File: src/rtl/fsub_retire_if.sv
// Issue/retire bundle between an fsub pipeline controller and fsub_retire.
// The master side issues ops, drives the fsub result and consumes retired
// results; the slave side is the retire block itself.
interface fsub_retire_if #(
  parameter int TAGW = 5
);
  logic            flush;
  logic            in_valid;
  logic [TAGW-1:0] in_tag;
  logic            in_ready;
  logic [31:0]     y;
  logic            ovf;
  logic            out_valid;
  logic            out_ready;
  logic [31:0]     out_data;
  logic            out_ovf;
  logic [TAGW-1:0] out_tag;

  modport master (
    output flush, in_valid, in_tag, y, ovf, out_ready,
    input  in_ready, out_valid, out_data, out_ovf, out_tag
  );

  modport slave (
    input  flush, in_valid, in_tag, y, ovf, out_ready,
    output in_ready, out_valid, out_data, out_ovf, out_tag
  );
endinterface

File: src/rtl/fsub_retire.sv
// Retire stage for a fixed-latency fsub unit.
// Issued ops are tracked by a valid+tag shift register as deep as the fsub
// pipeline; when a tracked op reaches the end, the fsub result is captured
// with its tag into a small FIFO that writeback drains. Issue is throttled
// so that every op in flight is guaranteed a FIFO slot when it lands.
module fsub_retire #(
  parameter int NSTAGE = 2,
  parameter int DEPTH  = 4,
  parameter int TAGW   = 5
) (
  input logic         clk,
  input logic         rst,
  fsub_retire_if.slave bus
);
  localparam int AW = (DEPTH > 1) ? $clog2(DEPTH) : 1;
  localparam int CW = $clog2(DEPTH + 1);
  localparam int IW = $clog2(NSTAGE + 1);
  localparam int SW = $clog2(DEPTH + NSTAGE + 1);
  localparam int EW = 32 + 1 + TAGW;

  logic [NSTAGE-1:0] slot_vld;
  logic [TAGW-1:0]   slot_tag [NSTAGE];
  logic [EW-1:0]     mem [DEPTH];
  logic [EW-1:0]     head;
  logic [AW-1:0]     rptr;
  logic [AW-1:0]     wptr;
  logic [CW-1:0]     count;
  logic [IW-1:0]     inflight;
  logic              accept;
  logic              fifo_wr;
  logic              fifo_rd;

  // Number of issued ops still travelling through the fsub pipeline.
  always_comb begin
    inflight = '0;
    for (int i = 0; i < NSTAGE; i++) begin
      inflight = inflight + IW'(slot_vld[i]);
    end
  end

  // Issue is only allowed while queued plus in-flight results leave room in
  // the FIFO; a pop in the same cycle does not count, keeping this purely a
  // function of registered state. Flush and reset both close the gate.
  assign bus.in_ready = !rst && !bus.flush &&
                        ((SW'(count) + SW'(inflight)) < SW'(DEPTH));
  assign accept  = bus.in_valid & bus.in_ready;
  assign fifo_wr = slot_vld[NSTAGE-1] & !bus.flush;
  assign fifo_rd = bus.out_valid & bus.out_ready & !bus.flush;

  assign head          = mem[rptr];
  assign bus.out_valid = (count != '0);
  assign bus.out_data  = bus.out_valid ? head[EW-1 -: 32] : 32'h0;
  assign bus.out_ovf   = bus.out_valid ? head[TAGW] : 1'b0;
  assign bus.out_tag   = bus.out_valid ? head[TAGW-1:0] : '0;

  // Shift register mirrors the fsub pipeline, advancing every cycle.
  always_ff @(posedge clk or posedge rst) begin
    if (rst) begin
      slot_vld <= '0;
      for (int i = 0; i < NSTAGE; i++) begin
        slot_tag[i] <= '0;
      end
    end else begin
      if (bus.flush) begin
        slot_vld <= '0;
      end else begin
        slot_vld[0] <= accept;
        for (int i = 1; i < NSTAGE; i++) begin
          slot_vld[i] <= slot_vld[i-1];
        end
      end
      slot_tag[0] <= bus.in_tag;
      for (int i = 1; i < NSTAGE; i++) begin
        slot_tag[i] <= slot_tag[i-1];
      end
    end
  end

  // Capture the landing fsub result together with its tag.
  always_ff @(posedge clk) begin
    if (fifo_wr) begin
      mem[wptr] <= {bus.y, bus.ovf, slot_tag[NSTAGE-1]};
    end
  end

  // FIFO pointers and occupancy; write and pop together leave count as is.
  always_ff @(posedge clk or posedge rst) begin
    if (rst) begin
      rptr  <= '0;
      wptr  <= '0;
      count <= '0;
    end else if (bus.flush) begin
      rptr  <= '0;
      wptr  <= '0;
      count <= '0;
    end else begin
      if (fifo_wr) begin
        wptr <= wptr + AW'(1);
      end
      if (fifo_rd) begin
        rptr <= rptr + AW'(1);
      end
      count <= count + CW'(fifo_wr) - CW'(fifo_rd);
    end
  end

  // A landing result must always find a free FIFO slot.
  always @(posedge clk) begin
    if (!rst) begin
      assert (!(fifo_wr && (count == CW'(DEPTH))))
        else $error("fsub_retire: result written into a full FIFO");
    end
  end
endmodule

File: src/flat_wrapper.sv
// flat-port wrapper written by rule: the top's interface ports become plain ports
module fsub_retire_flat 
#(
  parameter int NSTAGE = 2,
  parameter int DEPTH  = 4,
  parameter int TAGW   = 5
)
  (clk, rst, bus_flush, bus_in_valid, bus_in_tag, bus_y, bus_ovf, bus_out_ready, bus_in_ready, bus_out_valid, bus_out_data, bus_out_ovf, bus_out_tag);
  fsub_retire_if #(.TAGW(TAGW)) bus_i ();
  input logic clk;
  input logic rst;
  input wire logic [$bits(bus_i.flush)-1:0] bus_flush;
  input wire logic [$bits(bus_i.in_valid)-1:0] bus_in_valid;
  input wire logic [$bits(bus_i.in_tag)-1:0] bus_in_tag;
  input wire logic [$bits(bus_i.y)-1:0] bus_y;
  input wire logic [$bits(bus_i.ovf)-1:0] bus_ovf;
  input wire logic [$bits(bus_i.out_ready)-1:0] bus_out_ready;
  output wire logic [$bits(bus_i.in_ready)-1:0] bus_in_ready;
  output wire logic [$bits(bus_i.out_valid)-1:0] bus_out_valid;
  output wire logic [$bits(bus_i.out_data)-1:0] bus_out_data;
  output wire logic [$bits(bus_i.out_ovf)-1:0] bus_out_ovf;
  output wire logic [$bits(bus_i.out_tag)-1:0] bus_out_tag;
  assign bus_i.flush = bus_flush;
  assign bus_i.in_valid = bus_in_valid;
  assign bus_i.in_tag = bus_in_tag;
  assign bus_i.y = bus_y;
  assign bus_i.ovf = bus_ovf;
  assign bus_i.out_ready = bus_out_ready;
  assign bus_in_ready = bus_i.in_ready;
  assign bus_out_valid = bus_i.out_valid;
  assign bus_out_data = bus_i.out_data;
  assign bus_out_ovf = bus_i.out_ovf;
  assign bus_out_tag = bus_i.out_tag;
  fsub_retire #(.NSTAGE(NSTAGE), .DEPTH(DEPTH), .TAGW(TAGW)) u_core (.clk(clk), .rst(rst), .bus(bus_i));
endmodule
File: config.mk
export PLATFORM = sky130hd
export DESIGN_NAME = fsub_retire_flat
export DESIGN_NICKNAME = d
export VERILOG_FILES = /design/src/rtl/fsub_retire_if.sv /design/src/rtl/fsub_retire.sv /design/src/flat_wrapper.sv
export SDC_FILE = /design/constraint.sdc
export NUM_CORES = 1
export LEC_CHECK = 0
export CAP_MARGIN = 20
export CORE_ASPECT_RATIO = 1.25
export CORE_MARGIN = 1
export CORE_UTILIZATION = 29
export CTS_CLUSTER_DIAMETER = 50
export CTS_CLUSTER_SIZE = 10
export DETAILED_ROUTE_END_ITERATION = 8
export GPL_TIMING_DRIVEN = 0
export PLACE_DENSITY = 0.48
export SKIP_LAST_GASP = 1
export SYNTH_ARGS = -nofsm -noshare
export SYNTH_HDL_FRONTEND = slang
export SYNTH_SLANG_ARGS = --single-unit
File: constraint.sdc
create_clock -name clk -period 2 [get_ports clk]
set_input_delay 0.6 -clock clk [delete_from_list [all_inputs] [get_ports clk]]
set_output_delay 0.6 -clock clk [all_outputs]
set_load 0.005 [all_outputs]
# --- Yosys cells after proc, flatten, opt, wreduce, memory -nomap -nowiden ---
# Memory sizes are Yosys's and may differ from the RTL's.
# Index checks and enable logic that the tools add are counted.
classes:
  n_addsub: 6
  magnitude_cmp: 1
  n_mux: 11
  bitwise: 4
  n_reduce_logical: 7
ops:
  columns: ["operator", "n"]
  rows:
  - ["$mux W32", 1]
  - ["$mux W2", 5]
  - ["$mux W5", 1]
  - ["$add A2 B1 Y2 const B", 2]
  - ["$and A1 B1 Y1", 4]
  - ["$reduce_bool A2 Y1", 2]
  - ["$add A3 B1 Y3", 1]
  - ["$add A3 B2 Y3", 1]
  - ["$lt A3 B3 Y1 const B", 1]
  - ["$mux W1", 3]
  - ["$mux W3", 1]
  - ["$reduce_bool A3 Y1", 1]
  - ["$sub A3 B1 Y3", 1]
  - ["$add A1 B1 Y2", 1]
  - ["$logic_and A1 B1 Y1", 2]
  - ["$logic_not A1 Y1", 2]
word_totals:
  reg_bits: 19
  mem_bits_rw: 152
  inputBits: 43
  out_inout_bits: 40
  elab_cells: 36
  mem_count: 1
memory_table:
  columns: ["name", "words", "word_bits", "read_ports", "rd_ports_with_merged_regs", "write_ports", "line_no", "text"]
  rows:
  - ["u_core.mem", 4, 38, 1, 0, 1, "fsub_retire.sv:23", "logic [EW-1:0] mem [DEPTH];"]

# --- Depth between registers and ports, before layout ---
logic_depth:
  word_depth: 6
  mapped_depth: 10
  depth_no_buf: 10

# --- Worst setup path after synthesis ---
# Ideal clock, no wire load.
synth_timing:
  path_kind: "input to register"
  from: "in bus_flush"
  to: "reg u_core.count[2]"
  setup_time_ns: 0.086
  arrival_time_ns: 2.189
  required_time_ns: 1.914
  setup_slack_ns: -0.276
  cell_stages: 10
  n_path_buf: 1
  path_cell_list: "clkbuf_1 -> nor2_1 -> ha_1 -> inv_1 -> ha_1 -> inv_1 -> fa_1 -> xor2_1 -> and2_1 -> nor3_1"
synth_between:
  elab_chain_cells: 5
  elab_cells_between_ends: 6
  cone_classes: "add/sub: 2; mux: 1; bitwise: 2; reduce/logical: 1"
synth_rtl:
  columns: ["element", "line_no", "text"]
  rows:
  - ["start, declared", "flat_wrapper.sv:12", "input wire logic [$bits(bus_i.flush)-1:0] bus_flush;"]
  - ["$logic_not A1 Y1", "fsub_retire.sv:47, fsub_retire.sv:48", null]
  - ["$and A1 B1 Y1", "fsub_retire.sv:47", "assign fifo_wr = slot_vld[NSTAGE-1] & !bus.flush;"]
  - ["$add A3 B1 Y3", "fsub_retire.sv:103", "count <= count + CW'(fifo_wr) - CW'(fifo_rd);"]
  - ["$sub A3 B1 Y3", "fsub_retire.sv:103", null]
  - ["$mux W3 *", "fsub_retire.sv:92", "end else if (bus.flush) begin"]
  - ["end signal, assigned", "fsub_retire.sv:103", null]
  - ["end, declared", "fsub_retire.sv:27", "logic [CW-1:0] count;"]
# Every way passes the cells marked *; elsewhere a longest branch is shown, timed or not.
# A chain may end at the register's enable or synchronous reset.

# --- Worst setup path after layout ---
layout_timing:
  from: "reg u_core.rptr[0]"
  to: "out bus_out_data[30]"
layout_between:
  elab_chain_cells: 2
layout_rtl:
  columns: ["element", "line_no", "text"]
  rows:
  - ["start, declared", "fsub_retire.sv:25", "logic [AW-1:0] rptr;"]
  - ["start signal, assigned", "fsub_retire.sv:101", "rptr <= rptr + AW'(1);"]
  - ["$mem_v2 Z4 W38", null, null]
  - ["$mux W32", "fsub_retire.sv:52", "assign bus.out_data = bus.out_valid ? head[EW-1 -: 32] : 32'h0;"]
  - ["end, declared", "flat_wrapper.sv:20", "output wire logic [$bits(bus_i.out_data)-1:0] bus_out_data;"]
# Every way passes these cells.

==> metrics.txt <==
Hold WC Path Type reg -> reg; most common cell after layout, fill and taps aside edfxtp_1; Critical Path AT 1.90 ns; Top-Level Pins 83; final setup fails 42; maximum fanout along the worst path 7; hold buffer count at CTS 0; CP bufs+invs 4; Power Total 9.65 mW; number of diodes 0; Final WS setup -0.496 ns; Routed Antenna Nets 0; Placed Instances 676; Pre-Repair DR Iteration Count 4; Die X 136 µm; global-route wire length before repair 20.2 mm; # DRC 0; PortBufs 82; CP required 1.40 ns; DR vias/cell 4.33; Core Rows 61; Skew-Pair Late Insertion Delay 0.42 ns; Top delay family on crit path buffers and inverters; GRT Util Overall 12.2%; CTS Buffer Depth 2; Synth Cell Area 6550 µm²; Placement Setup Slack -0.813 ns; f_max 401 MHz; Non-Filler Instances 735; max_cap viols 0; placed cell areas 7820 µm²; hold_sp u_core.slot_tag[5]$_DFF_PP0_; sequential fraction of the synthesis area 77.0%; design area 8730 µm²; Routed WL 12.9 mm; Yosys Warn Count 0; critical path cell sequence buf_12 > buf_12 > buf_4 > mux4_2 > nor2b_4 > buf_2; Least-Margin Pin Slew 0.801 ns; Initial Utilization 29.5%; fin util 39.3%; Core Region 22200 µm²; Final #Nets 490; most used cell, CP buf_12; maximum vdd drop 0.762 mV; CTS tree built; synthesized instance count 307; Netlist cell types 27; Die Area 23200 µm²; Worst path max stage delay 0.48 ns; largest net degree at the start of global routing 25; syn_area_per_cell 21.3 µm²; vias in the first global route 3522; Power Density 1110 nW/µm²; Setup crit end kind output port; layout cells sized above 1 41.8%; DRT iter0 DRCs 132; Final Skew 0.00841 ns; r2r startpoint u_core.count[1]$_DFF_PP0_; CTS buffer count 17; failing checks negative setup slack; setup_tns -17.67 ns; period utilization 125%; DP Wirelength 7.81 mm; CP Launch Type flop; P_leak 3.08 nW; final hold violations 0; number of synthesized register bits 171; area added between synthesis and finish 33.4%; slowest stage cell on the critical path mux4_2; Final Max Tran Viols 0; syn nets 358; Clock Sinks 171; status finished with violations; minimum period implied by the final worst setup slack 2.50 ns; H-tree lvl count 4; relative slew slack 46.6%; critical path class reg -> out; antenna violations before repair 0; RSZ-0062 raised after global routing yes; Wirelength per Cell 17.5 µm; vias 3184; root buffer cell clkbuf_16; Critical Path Source u_core.rptr[0]$_DFFE_PP0P_; gpl congestion 0.643; Clock Pin Slew Worst Setup and Hold Paths 0.06 ns; most frequent cells in the layout 152 x edfxtp_1, 43 x buf_2, 40 x clkdlybuf4s50_1, 38 x mux4_2; grt ovf 0; Die H 170 µm; worst hold margin 0.349 ns
==> flip-flops by register name, indices dropped and copies added, names as in the netlist <==
name             count
u_core.mem         152
u_core.slot_vld      2
u_core.slot_tag     10
u_core.count         3
u_core.rptr          2
u_core.wptr          2
==> cells by family (layout without fill, tap and decap cells) <==
group | Yosys count | in the layout | share of synthesized area (%)
compound gates | 7 | 7 | 0.688
xor+xnor | 3 | 3 | 0.401
fa+ha+maj | 8 | 8 | 1.64
buf+inv | 21 | 166 | 1.74
flops | 171 | 171 | 77.0
mux | 39 | 39 | 13.2
simple gates | 58 | 58 | 5.31
==> power breakdown <==
group | switching [mW] | internal [mW]
logic | 1.06 | 1.47
clock network | 1.27 | 1.86
registers | 0.0465 | 3.95
total | 2.38 | 7.28
==> cell usage after synthesis <==
library cell	number	area share, %
nand2_1	1	0.057
or3_1	1	0.096
o31ai_1	1	0.11
buf_2	4	0.31
o21ai_0	1	0.076
nor2b_1	41	3.9
ha_1	7	1.3
a21o_1	2	0.23
inv_1	7	0.40
nand3_1	1	0.076
a211oi_1	1	0.11
buf_1	1	0.057
buf_6	4	0.69
nor3_1	1	0.076
dfrtp_1	19	7.3
a21oi_1	2	0.15
nor2_1	6	0.34
xnor2_1	1	0.13
mux2i_1	1	0.15
nor3_2	1	0.15
clkbuf_1	5	0.29
and2_1	5	0.48
nand3b_1	1	0.11
edfxtp_1	152	70
mux4_2	38	13
xor2_1	2	0.27
fa_1	1	0.31
==> area by class of cell <==
type	instances	area [µm²]
fillers	1990	13500
inverters	7	26.3
repair buffers	116	1010
plain buffers	11	110
clock inverters	6	46.3
well taps	283	354
multi-input cells	115	1610
flip-flops and latches	171	5040
clock buffers	26	533
==> per-layer routing <==
metal | global-route usage, % | up-vias | share of wire, %
li1 | - | 1472 | -
met1 | 14.4 | 1625 | 42
met2 | 21.2 | 71 | 53
met3 | 3.22 | 16 | 4.4
met4 | 4.15 | 0 | 1.3
met5 | 0 | - | 0
==> worst paths after layout <==
path / slack, ns / endpoint / cells past startpoint
max: -0.50 / bus_out_data[30] / 6
min: 0.35 / u_core.slot_tag[0]$_DFF_PP0_ / 0
max reg2reg: -0.27 / u_core.count[2]$_DFF_PP0_ / 11
min reg2reg: 0.35 / u_core.slot_tag[0]$_DFF_PP0_ / 0
max in group asynchronous: 0.76 / u_core.count[1]$_DFF_PP0_ / 2
min in group asynchronous: 0.68 / u_core.slot_vld[0]$_DFF_PP0_ / 2
==> what timing repair did <==
action                                  4_1_cts  5_1_grt
cloned                                        3        0
resized for setup                           239       13
pin swaps                                     8        7
endpoints found under the setup margin      135       90
buffers inserted                             25        6
Note: power is estimated with default switching activity, not from simulation.
